### config.mk
export PLATFORM = sky130hd
export DESIGN_NAME = ps2_keyboard_transmitter
export DESIGN_NICKNAME = d
export VERILOG_FILES = /design/src/rtl/ps2_keyboard_transmitter_pkg.sv /design/src/rtl/ps2_tx_fifo.sv /design/src/rtl/ps2_keyboard_transmitter.sv
export SDC_FILE = /design/constraint.sdc
export NUM_CORES = 1
export LEC_CHECK = 0
export ABC_CLOCK_PERIOD_IN_PS = 2740
export CAP_MARGIN = 20
export CORE_ASPECT_RATIO = 1.2
export CORE_MARGIN = 2
export CORE_UTILIZATION = 55
export CTS_BUF_LIST = sky130_fd_sc_hd__clkbuf_16
export CTS_CLUSTER_DIAMETER = 30
export DETAILED_ROUTE_END_ITERATION = 16
export PLACE_DENSITY_LB_ADDON = 0.05
export SYNTH_ARGS = -nofsm -noshare
export SYNTH_HDL_FRONTEND = slang
export SYNTH_SLANG_ARGS = --single-unit
export TNS_END_PERCENT = 1
### constraint.sdc
create_clock -name clk -period 2.74 [get_ports clk]
set_input_delay 0.274 -clock clk [delete_from_list [all_inputs] [get_ports clk]]
set_output_delay 0.274 -clock clk [all_outputs]
set_load 0.02 [all_outputs]
### src/rtl/ps2_keyboard_transmitter_pkg.sv
// Shared PS/2 device-side constants, FSM state encoding and frame builder.
package ps2_keyboard_transmitter_pkg;

  localparam int unsigned PS2_FRAME_BITS = 11;
  localparam logic        PS2_START      = 1'b0;
  localparam logic        PS2_STOP       = 1'b1;

  typedef enum logic [2:0] {
    StIdle    = 3'd0,
    StLoad    = 3'd1,
    StClkHigh = 3'd2,
    StClkLow  = 3'd3,
    StGap     = 3'd4,
    StInhibit = 3'd5
  } ps2_tx_state_e;

  // Bit 0 goes on the wire first: start, data LSB first, odd parity, stop.
  function automatic logic [PS2_FRAME_BITS-1:0] ps2_frame(input logic [7:0] data);
    return {PS2_STOP, ~^data, data, PS2_START};
  endfunction

endpackage

### src/rtl/ps2_tx_fifo.sv
// Synchronous byte queue; the head is visible on rdata without popping.
module ps2_tx_fifo #(
  parameter int unsigned DEPTH = 8,
  parameter int unsigned WIDTH = 8
) (
  input  logic                     clk,
  input  logic                     reset,
  input  logic                     push,
  input  logic [WIDTH-1:0]         wdata,
  input  logic                     pop,
  output logic [WIDTH-1:0]         rdata,
  output logic                     full,
  output logic                     empty,
  output logic [$clog2(DEPTH):0]   count
);

  localparam int unsigned AddrW  = $clog2(DEPTH);
  localparam int unsigned CountW = AddrW + 1;

  logic [WIDTH-1:0] mem [DEPTH];
  logic [AddrW-1:0] wr_ptr;
  logic [AddrW-1:0] rd_ptr;
  logic             do_push;
  logic             do_pop;

  assign do_push = push && !full;
  assign do_pop  = pop && !empty;
  assign full    = (count == CountW'(DEPTH));
  assign empty   = (count == '0);
  assign rdata   = mem[rd_ptr];

  always_ff @(posedge clk) begin
    if (do_push) begin
      mem[wr_ptr] <= wdata;
    end
  end

  // DEPTH is a power of two, so the pointers wrap on their own.
  always_ff @(posedge clk) begin
    if (reset) begin
      wr_ptr <= '0;
      rd_ptr <= '0;
      count  <= '0;
    end else begin
      if (do_push) wr_ptr <= wr_ptr + AddrW'(1);
      if (do_pop)  rd_ptr <= rd_ptr + AddrW'(1);
      case ({do_push, do_pop})
        2'b10:   count <= count + CountW'(1);
        2'b01:   count <= count - CountW'(1);
        default: count <= count;
      endcase
    end
  end

endmodule

### src/rtl/ps2_keyboard_transmitter.sv
// PS/2 keyboard-side transmitter: generates the PS/2 clock and shifts queued scancodes out,
// backing off and resending the whole byte whenever the host inhibits mid-frame.
module ps2_keyboard_transmitter
  import ps2_keyboard_transmitter_pkg::*;
#(
  parameter int unsigned HALF_PERIOD = 2000,
  parameter int unsigned GAP_CYCLES  = 4000,
  parameter int unsigned FIFO_DEPTH  = 8
) (
  input  logic       clk,
  input  logic       reset,
  input  logic [7:0] tx_data,
  input  logic       tx_valid,
  output logic       tx_ready,
  input  logic       ps2_clk_in,
  output logic       ps2_clk_out,
  output logic       ps2_dat_out,
  output logic       busy
);

  localparam int unsigned MaxCycles = (HALF_PERIOD > GAP_CYCLES) ? HALF_PERIOD : GAP_CYCLES;
  localparam int unsigned TimerW    = (MaxCycles > 2) ? $clog2(MaxCycles) : 1;
  localparam int unsigned CountW    = $clog2(FIFO_DEPTH) + 1;

  localparam logic [TimerW-1:0] HalfLast = TimerW'(HALF_PERIOD - 1);
  localparam logic [TimerW-1:0] GapLast  = TimerW'(GAP_CYCLES - 1);
  localparam logic [3:0]        LastBit  = 4'(PS2_FRAME_BITS - 1);

  ps2_tx_state_e               state;
  logic [TimerW-1:0]           timer;
  logic [3:0]                  bit_idx;
  logic [PS2_FRAME_BITS-2:0]   shreg;
  logic [PS2_FRAME_BITS-1:0]   head_frame;
  logic [7:0]                  fifo_rdata;
  logic                        fifo_full;
  logic                        fifo_empty;
  logic                        fifo_pop;
  logic [CountW-1:0]           fifo_count;

  assign tx_ready   = !fifo_full;
  assign busy       = (state != StIdle) || (fifo_count != '0);
  assign head_frame = ps2_frame(fifo_rdata);
  // The byte leaves the queue only once its stop bit has been clocked out.
  assign fifo_pop   = (state == StClkLow) && (timer == HalfLast) && (bit_idx == LastBit);

  ps2_tx_fifo #(
    .DEPTH (FIFO_DEPTH),
    .WIDTH (8)
  ) u_fifo (
    .clk   (clk),
    .reset (reset),
    .push  (tx_valid && tx_ready),
    .wdata (tx_data),
    .pop   (fifo_pop),
    .rdata (fifo_rdata),
    .full  (fifo_full),
    .empty (fifo_empty),
    .count (fifo_count)
  );

  always_ff @(posedge clk) begin
    if (reset) begin
      state       <= StIdle;
      timer       <= '0;
      bit_idx     <= '0;
      shreg       <= '0;
      ps2_clk_out <= 1'b1;
      ps2_dat_out <= 1'b1;
    end else begin
      timer <= timer + TimerW'(1);
      case (state)
        StIdle: begin
          timer <= '0;
          if (!fifo_empty && ps2_clk_in) state <= StLoad;
        end
        StLoad: begin
          shreg       <= head_frame[PS2_FRAME_BITS-1:1];
          ps2_dat_out <= head_frame[0];
          bit_idx     <= '0;
          timer       <= '0;
          state       <= StClkHigh;
        end
        StClkHigh: begin
          // Host pulling the clock low while we release it means inhibit; the stop bit is exempt.
          if (!ps2_clk_in && (bit_idx < LastBit)) begin
            ps2_clk_out <= 1'b1;
            ps2_dat_out <= 1'b1;
            timer       <= '0;
            state       <= StInhibit;
          end else if (timer == HalfLast) begin
            ps2_clk_out <= 1'b0;
            timer       <= '0;
            state       <= StClkLow;
          end
        end
        StClkLow: begin
          if (timer == HalfLast) begin
            ps2_clk_out <= 1'b1;
            timer       <= '0;
            if (bit_idx < LastBit) begin
              bit_idx     <= bit_idx + 4'd1;
              ps2_dat_out <= shreg[0];
              shreg       <= shreg >> 1;
              state       <= StClkHigh;
            end else begin
              state <= StGap;
            end
          end
        end
        StGap: begin
          if (timer == GapLast) begin
            timer <= '0;
            state <= StIdle;
          end
        end
        StInhibit: begin
          // Gap timing restarts whenever the host is still holding the clock low.
          if (!ps2_clk_in) begin
            timer <= '0;
          end else if (timer == GapLast) begin
            timer <= '0;
            state <= StIdle;
          end
        end
        default: begin
          timer <= '0;
          state <= StIdle;
        end
      endcase
    end
  end

endmodule

-- Yosys cells after proc, flatten, opt, wreduce, memory -nomap -nowiden
Memory sizes are Yosys's and may differ from the RTL's. A register that Yosys moved wholly into a read port is not among the register bits.
Cells that the tools add are included.
- add/sub/neg operators: 6
- $lt $le $gt $ge: 1
- equality and inequality tests: 17
- multiplexer cells: 32
- reductions and logical operators: 24
- operators with widths (cell ; number):
    12-bit 2-to-1 mux ; 4
    12-bit one-hot mux with 4 select lines ; 1
    3-bit 2-to-1 mux ; 9
    10-bit 2-to-1 mux ; 2
    10-bit one-hot mux with 2 select lines ; 1
    3-bit one-hot mux with 6 select lines ; 1
    4-bit one-hot mux with 2 select lines ; 2
    12-bit by 1-bit adder with 12-bit output, second input constant ; 1
    12-bit by 11-bit == test with 1-bit output, second input constant ; 1
    12-bit == test, second input constant ; 1
    4-bit by 1-bit adder with 4-bit output, second input constant ; 2
    4-bit == test, second input constant ; 2
    1-bit 2-to-1 mux ; 8
    4-bit 2-to-1 mux ; 2
    4-bit AND reduction ; 2
    8-bit XNOR reduction ; 1
    1-bit logical AND ; 7
    3-bit by 1-bit adder with 3-bit output, second input constant ; 2
    3-bit by 2-bit == test with 1-bit output, second input constant ; 2
    3-bit == test, second input constant ; 2
    2-bit != test, second input constant ; 3
    3-bit AND reduction ; 2
    2-bit nonzero test ; 3
    3-bit nonzero test ; 2
    14 further kinds ; 17
- register bits: 41
- memory bits (writable): 64
- bits of input ports: 12
- output and inout port bits: 4
- word-level logic and storage cells: 90
- memories kept: 1
- memory list (name ; words ; width ; read ports ; clocked after Yosys merged registers in ; wr ports ; line ; text):
    u_fifo.mem ; 8 ; 8 ; 1 ; 1 ; 1 ; ps2_tx_fifo.sv:20 ; logic [WIDTH-1:0] mem [DEPTH];

-- Longest topological paths before layout
- depth in word-level cells: 6
- depth in mapped cells: 12

-- Hierarchy
From an unflattened synthesis, not the netlist that was laid out.
- cell total of the unflattened synthesis: 364
- area, all modules: 4764.6 µm²
- by module, submodules not included (module ; times used ; cells an instance ; area each (µm²) ; sequential area each (µm²)):
    ps2_tx_fifo ; 1 ; 167 ; 3126.7 ; 2182.1
    ps2_keyboard_transmitter ; 1 ; 197 ; 1637.8 ; 620.6

-- Worst setup path before layout
Ideal clock, no wire load.
- kind: reg2reg
- from: register timer[0]
- to: register u_fifo.count[2]
- arrival time: 2.583 ns
- data required time: 2.669 ns
- setup slack: 0.086 ns
- cell stages (with the launch flop): 12
- path buffers: 0
- cells stage by stage: dfxtp_1 -> ha_1 -> nand3_1 -> nor4_1 -> and3_1 -> ha_1 -> xor2_1 -> ha_1 -> a21oi_1 -> xor2_1 -> or3_1 -> a21oi_1
- word-level cells in the longest chain between the ends: 6
- elaborated cells between the ends (all ways): 8
- classes of those cells: 3 x eq/ne; 1 x mux; 4 x reduce/logical
- RTL lines (element ; line ; text):
    from (decl) ; ps2_keyboard_transmitter.sv:30 ; logic [TimerW-1:0] timer;
    from (signal assigned) ; ps2_keyboard_transmitter.sv:70 ; timer <= timer + TimerW'(1);
    12-bit by 11-bit == test with 1-bit output (*) ; ps2_keyboard_transmitter.sv:44 ; assign fifo_pop = (state == StClkLow) && (timer == HalfLast) && (bit_idx == LastBit);
    1-bit logical AND (*) (2 in series) ; ps2_keyboard_transmitter.sv:44 ;
    1-bit logical AND (*) ; ps2_tx_fifo.sv:27 ; assign do_pop = pop && !empty;
    2-bit by 1-bit == test with 1-bit output / 2-bit == test (equally long branches) ; ps2_tx_fifo.sv:47 ; case ({do_push, do_pop})
    4-bit one-hot mux with 2 select lines / 2-bit nonzero test (equally long branches) ; -- ;
    to (signal assigned) ; ps2_tx_fifo.sv:48 ; 2'b10: count <= count + CountW'(1);
    to (signal assigned) ; ps2_tx_fifo.sv:49 ; 2'b01: count <= count - CountW'(1);
    to (signal assigned) ; ps2_tx_fifo.sv:50 ; default: count <= count;
    to (decl) ; ps2_tx_fifo.sv:14 ; output logic [$clog2(DEPTH):0] count
Every way passes the cells marked *; elsewhere a longest branch is shown, timed or not.
A chain may end at the register's enable or synchronous reset.

-- Final worst setup path
- from: register u_fifo.count[0]
- to: output busy
- word-level cells in the longest chain between the ends: 2
- RTL lines (element ; line ; text):
    4-bit nonzero test ; ps2_keyboard_transmitter.sv:41 ; assign busy = (state != StIdle) || (fifo_count != '0);
    1-bit logical OR ; ps2_keyboard_transmitter.sv:41 ;
    to (decl) ; ps2_keyboard_transmitter.sv:18 ; output logic busy
Every way passes these cells.

==> metrics.md <==
| Metric | Value |
|---|---|
| CTS buffer count | `9` |
| Synth async-reset ratio | `0%` |
| CP max-delay cell | `clkdlybuf4s50_1` |
| Drt pass-1 iters | `4` |
| Rows | `36` |
| Endpoints failing hold | `0` |
| Synth warn | `0` |
| Seq pwr share | `48.8%` |
| Most common cell on crit path | `or4_1` |
| DRC errors left | `0` |
| Pint | `2.80 mW` |
| Post-synthesis xor/xnor area fraction | `4.87%` |
| CP startpoint kind | `flop` |
| Syn Area/Cell | `12.8 um2` |
| Mux share of post-synthesis cell area | `11.3%` |
| Sw Pwr | `1.01 mW` |
| Synth unique cells | `43` |
| Compound-cell area share of the yosys netlist | `5.98%` |
| First-pass GRT wire length | `13300 um` |
| Longest Clk Path Bufs | `2` |
| Adder-cell share of the synthesized area | `2.15%` |
| Final Skew | `0.00893 ns` |
| Layout net count | `415` |
| Worst Path Arrival | `approximately 2.4 ns` |
| Final WS setup | `0.103 ns` |
| Wire per inst | `~16 um` |
| Part of the cycle the worst path needs | `a little over nine tenths` |
| Critical Path, Cell by Cell | `or4_1 > buf_4 > or4_1 > clkdlybuf4s50_1` |
| Area Growth Syn to Fin | `15.0%` |
| Antenna violations before repair | `0` |
| Clk_lat worst skew | `0.34 ns` |
| RSZ-0062 raised after global routing | `false` |
| Max FO, Critical Path | `6` |
| Crit path time final | `2.64 ns` |
| Total power | `between 3 and 4 mW` |
| WP data required | `~2.5 ns` |
| Setup TNS | `0 ns` |
| Net Sw Frac | `a little over a quarter` |
| Power Dens Cells | `713 mW/mm2` |
| CTS tree | `done` |
| Post-Syn Instances | `~360` |
| Post-synth EDFFs | `64` |
| Slowest cell delay on critical path | `between 0.5 and 0.6 ns` |
| Gpl congestion | `around 0.8` |
| Root buffer cell | `clkbuf_16` |
| Core region area | `0.00815 mm2` |
| Setup violators final | `0` |
| Drt total wl | `8070 um` |
| Worst-Margin Slew | `about 0.56 ns` |
| Post-Synth Simple-Gate Area | `about an eighth` |
| Relative slew slack | `62.9%` |
| Routed vias | `2844` |
| I/O Pins | `16` |
| Final HPWL DP | `around 5500 um` |
| Leak pwr | `1.85 nW` |
| Antenna cells | `0` |
| Synthesized area | `around 0.0046 mm2` |
| Final Max Tran Viols | `0` |
| H-tree levels | `3` |
| Yosys reg bits | `roughly 110` |
| Syn nets | `382` |
| DIE AREA | `0.00920 mm2` |
| Clock share of power | `35.2%` |
| Starting DRC count in detailed routing | `114` |
| Max-Cap Viols | `0` |
| CTS Sinks | `about 110` |
| Vias in the first global route | `around 2700` |
| WS Path Type | `reg -> out` |
| Number of nets with antenna violations after routing | `0` |
| Worst Hold Class | `reg -> reg` |
| Port bufs | `15` |
| Die width | `between 80 and 90 um` |
| Vias per inst | `5.53` |
| Maximum vdd drop | `0.000407 V` |
| Clock slew at reported path FFs | `0.08 ns` |
| Initial core utilization | `57.0%` |
| Combinational cell fraction of total power | `16.0%` |
| Placed instance area | `0.00502 mm2` |
| Post-route cell area | `0.00534 mm2` |
| Critical path capture point type | `primary output` |
| Total grt overflow | `0` |
| Die Y | `105 um` |
| Pre-CTS worst setup slack | `0.169 ns` |
| Dominant synthesized flop cell | `edfxtp_1` |
| Largest net degree at the start of global routing | `21` |
| Status | `finished, final reports clean` |
| Sequential share of the synthesized area | `60.3%` |
| Fmax | `379 MHz` |
| Layout cell share with drive strength beyond 1 | `12.3%` |
| Main combinational cell family by area after synthesis | `simple AND/OR/NAND/NOR gates` |
| GRT Overall Usage | `18.9%` |
==> kinds of logic (layout without fill, tap and decap cells) <==
logic type,after synthesis,after routing
AO/OA/AOI/OAI,46,46
XOR/XNOR,25,25
adder cells (fa/ha/maj),8,8
buffers and inverters,19,57
flip-flops,108,108
multiplexers,28,28
AND/OR/NAND/NOR,128,128
==> metrics by stage <==
stage,hold slack [ns],std cells,util (%)
finish,0.470,514,65.5
CTS,0.475,514,65.4
global placement,0.445,498,61.6
detailed placement,0.457,498,61.6
floorplan,0.373,362,-
global route,0.517,514,65.5
==> cells in the mapped netlist (6+ instances only) <==
cell type / number / area [um2]
mux2i_1: 11 / 110
ha_1: 8 / 100
dfxtp_1: 44 / 881
clkbuf_1: 10 / 37.5
nor3_1: 12 / 60.1
a21oi_1: 21 / 105
xnor2_1: 10 / 87.6
nand2_1: 12 / 45.0
nor2_1: 57 / 214
o21ai_0: 6 / 30.0
xor2_1: 14 / 123
a211oi_1: 8 / 60.1
nand3_1: 16 / 80.1
edfxtp_1: 64 / 1920
mux4_1: 11 / 289
==> registers in the layout, indices dropped and copies added (netlist names), named ones only <==
name,flops
bit_idx,4
ps2_clk_out,1
ps2_dat_out,1
shreg,10
state,3
timer,12
u_fifo.count,4
u_fifo.mem,64
u_fifo.rd_ptr,3
u_fifo.wr_ptr,3
==> cell usage in the layout (no fill, tap or decap), drive strengths merged, types with 9 or more instances in the layout <==
master and instances:
a21oi 21, mux4 16, nor3 12, nand3 16
xor2 14, mux2i 12, nor2 57, nand2 12
clkdlybuf4s50 15, dfxtp 44, edfxtp 64, buf 22
clkbuf 9, xnor2 11
==> worst max-delay path, delay by kind of cell (launching register included) <==
| kind | cells | cell delay, ns |
|---|---|---|
| buf+inv | 2 | 0.73 |
| flops | 1 | 0.37 |
| simple gates | 2 | 0.93 |
==> metal layers <==
layer | vias up | global-route usage [%] | routed length, um
met5 | - | 0 | 0
met4 | 0 | 7.69 | 175
met3 | 14 | 2.69 | 174
met2 | 36 | 31.3 | 4130
met1 | 1371 | 24.8 | 3580
li1 | 1423 | - | -
==> path summary, 6_finish.rpt <==
kind | depth (start not counted) | start | to | slack [ns]
worst max-delay path | 4 | u_fifo.count[0] | busy | 0.10
worst min-delay path | 1 | timer[0] | timer[0] | 0.47
worst max register to register | 11 | bit_idx[1] | u_fifo.count[2] | 0.32
worst min register to register | 1 | timer[0] | timer[0] | 0.47
==> power groups by stage <==
stage	clock (mW)	sequential (mW)	combinational [mW]
finish	1.34	1.86	0.610
detailed placement	0	1.90	0.607
global route	1.43	1.87	0.684
global placement	0	1.89	0.601
floorplan	0	1.89	0.404
CTS	1.36	1.86	0.612
==> timing repair <==
action                                  4_1_cts  5_1_grt
hold endpoints to repair                      0        0
setup buffers                                 0        0
resized for setup                             0        2
hold buffers                                  0        0
endpoints found under the setup margin        0        1
==> cell type report <==
cell class | instances | area (um2)
Inverter | 4 | 15.0
Timing Repair Buffer | 37 | 315
Sequential cell | 108 | 2800
Multi-Input combinational cell | 235 | 1760
Clock inverter | 7 | 87.6
Clock buffer | 9 | 225
Fill cell | 627 | 2810
Tap cell | 114 | 143
Note: power is estimated with default switching activity, not from simulation.
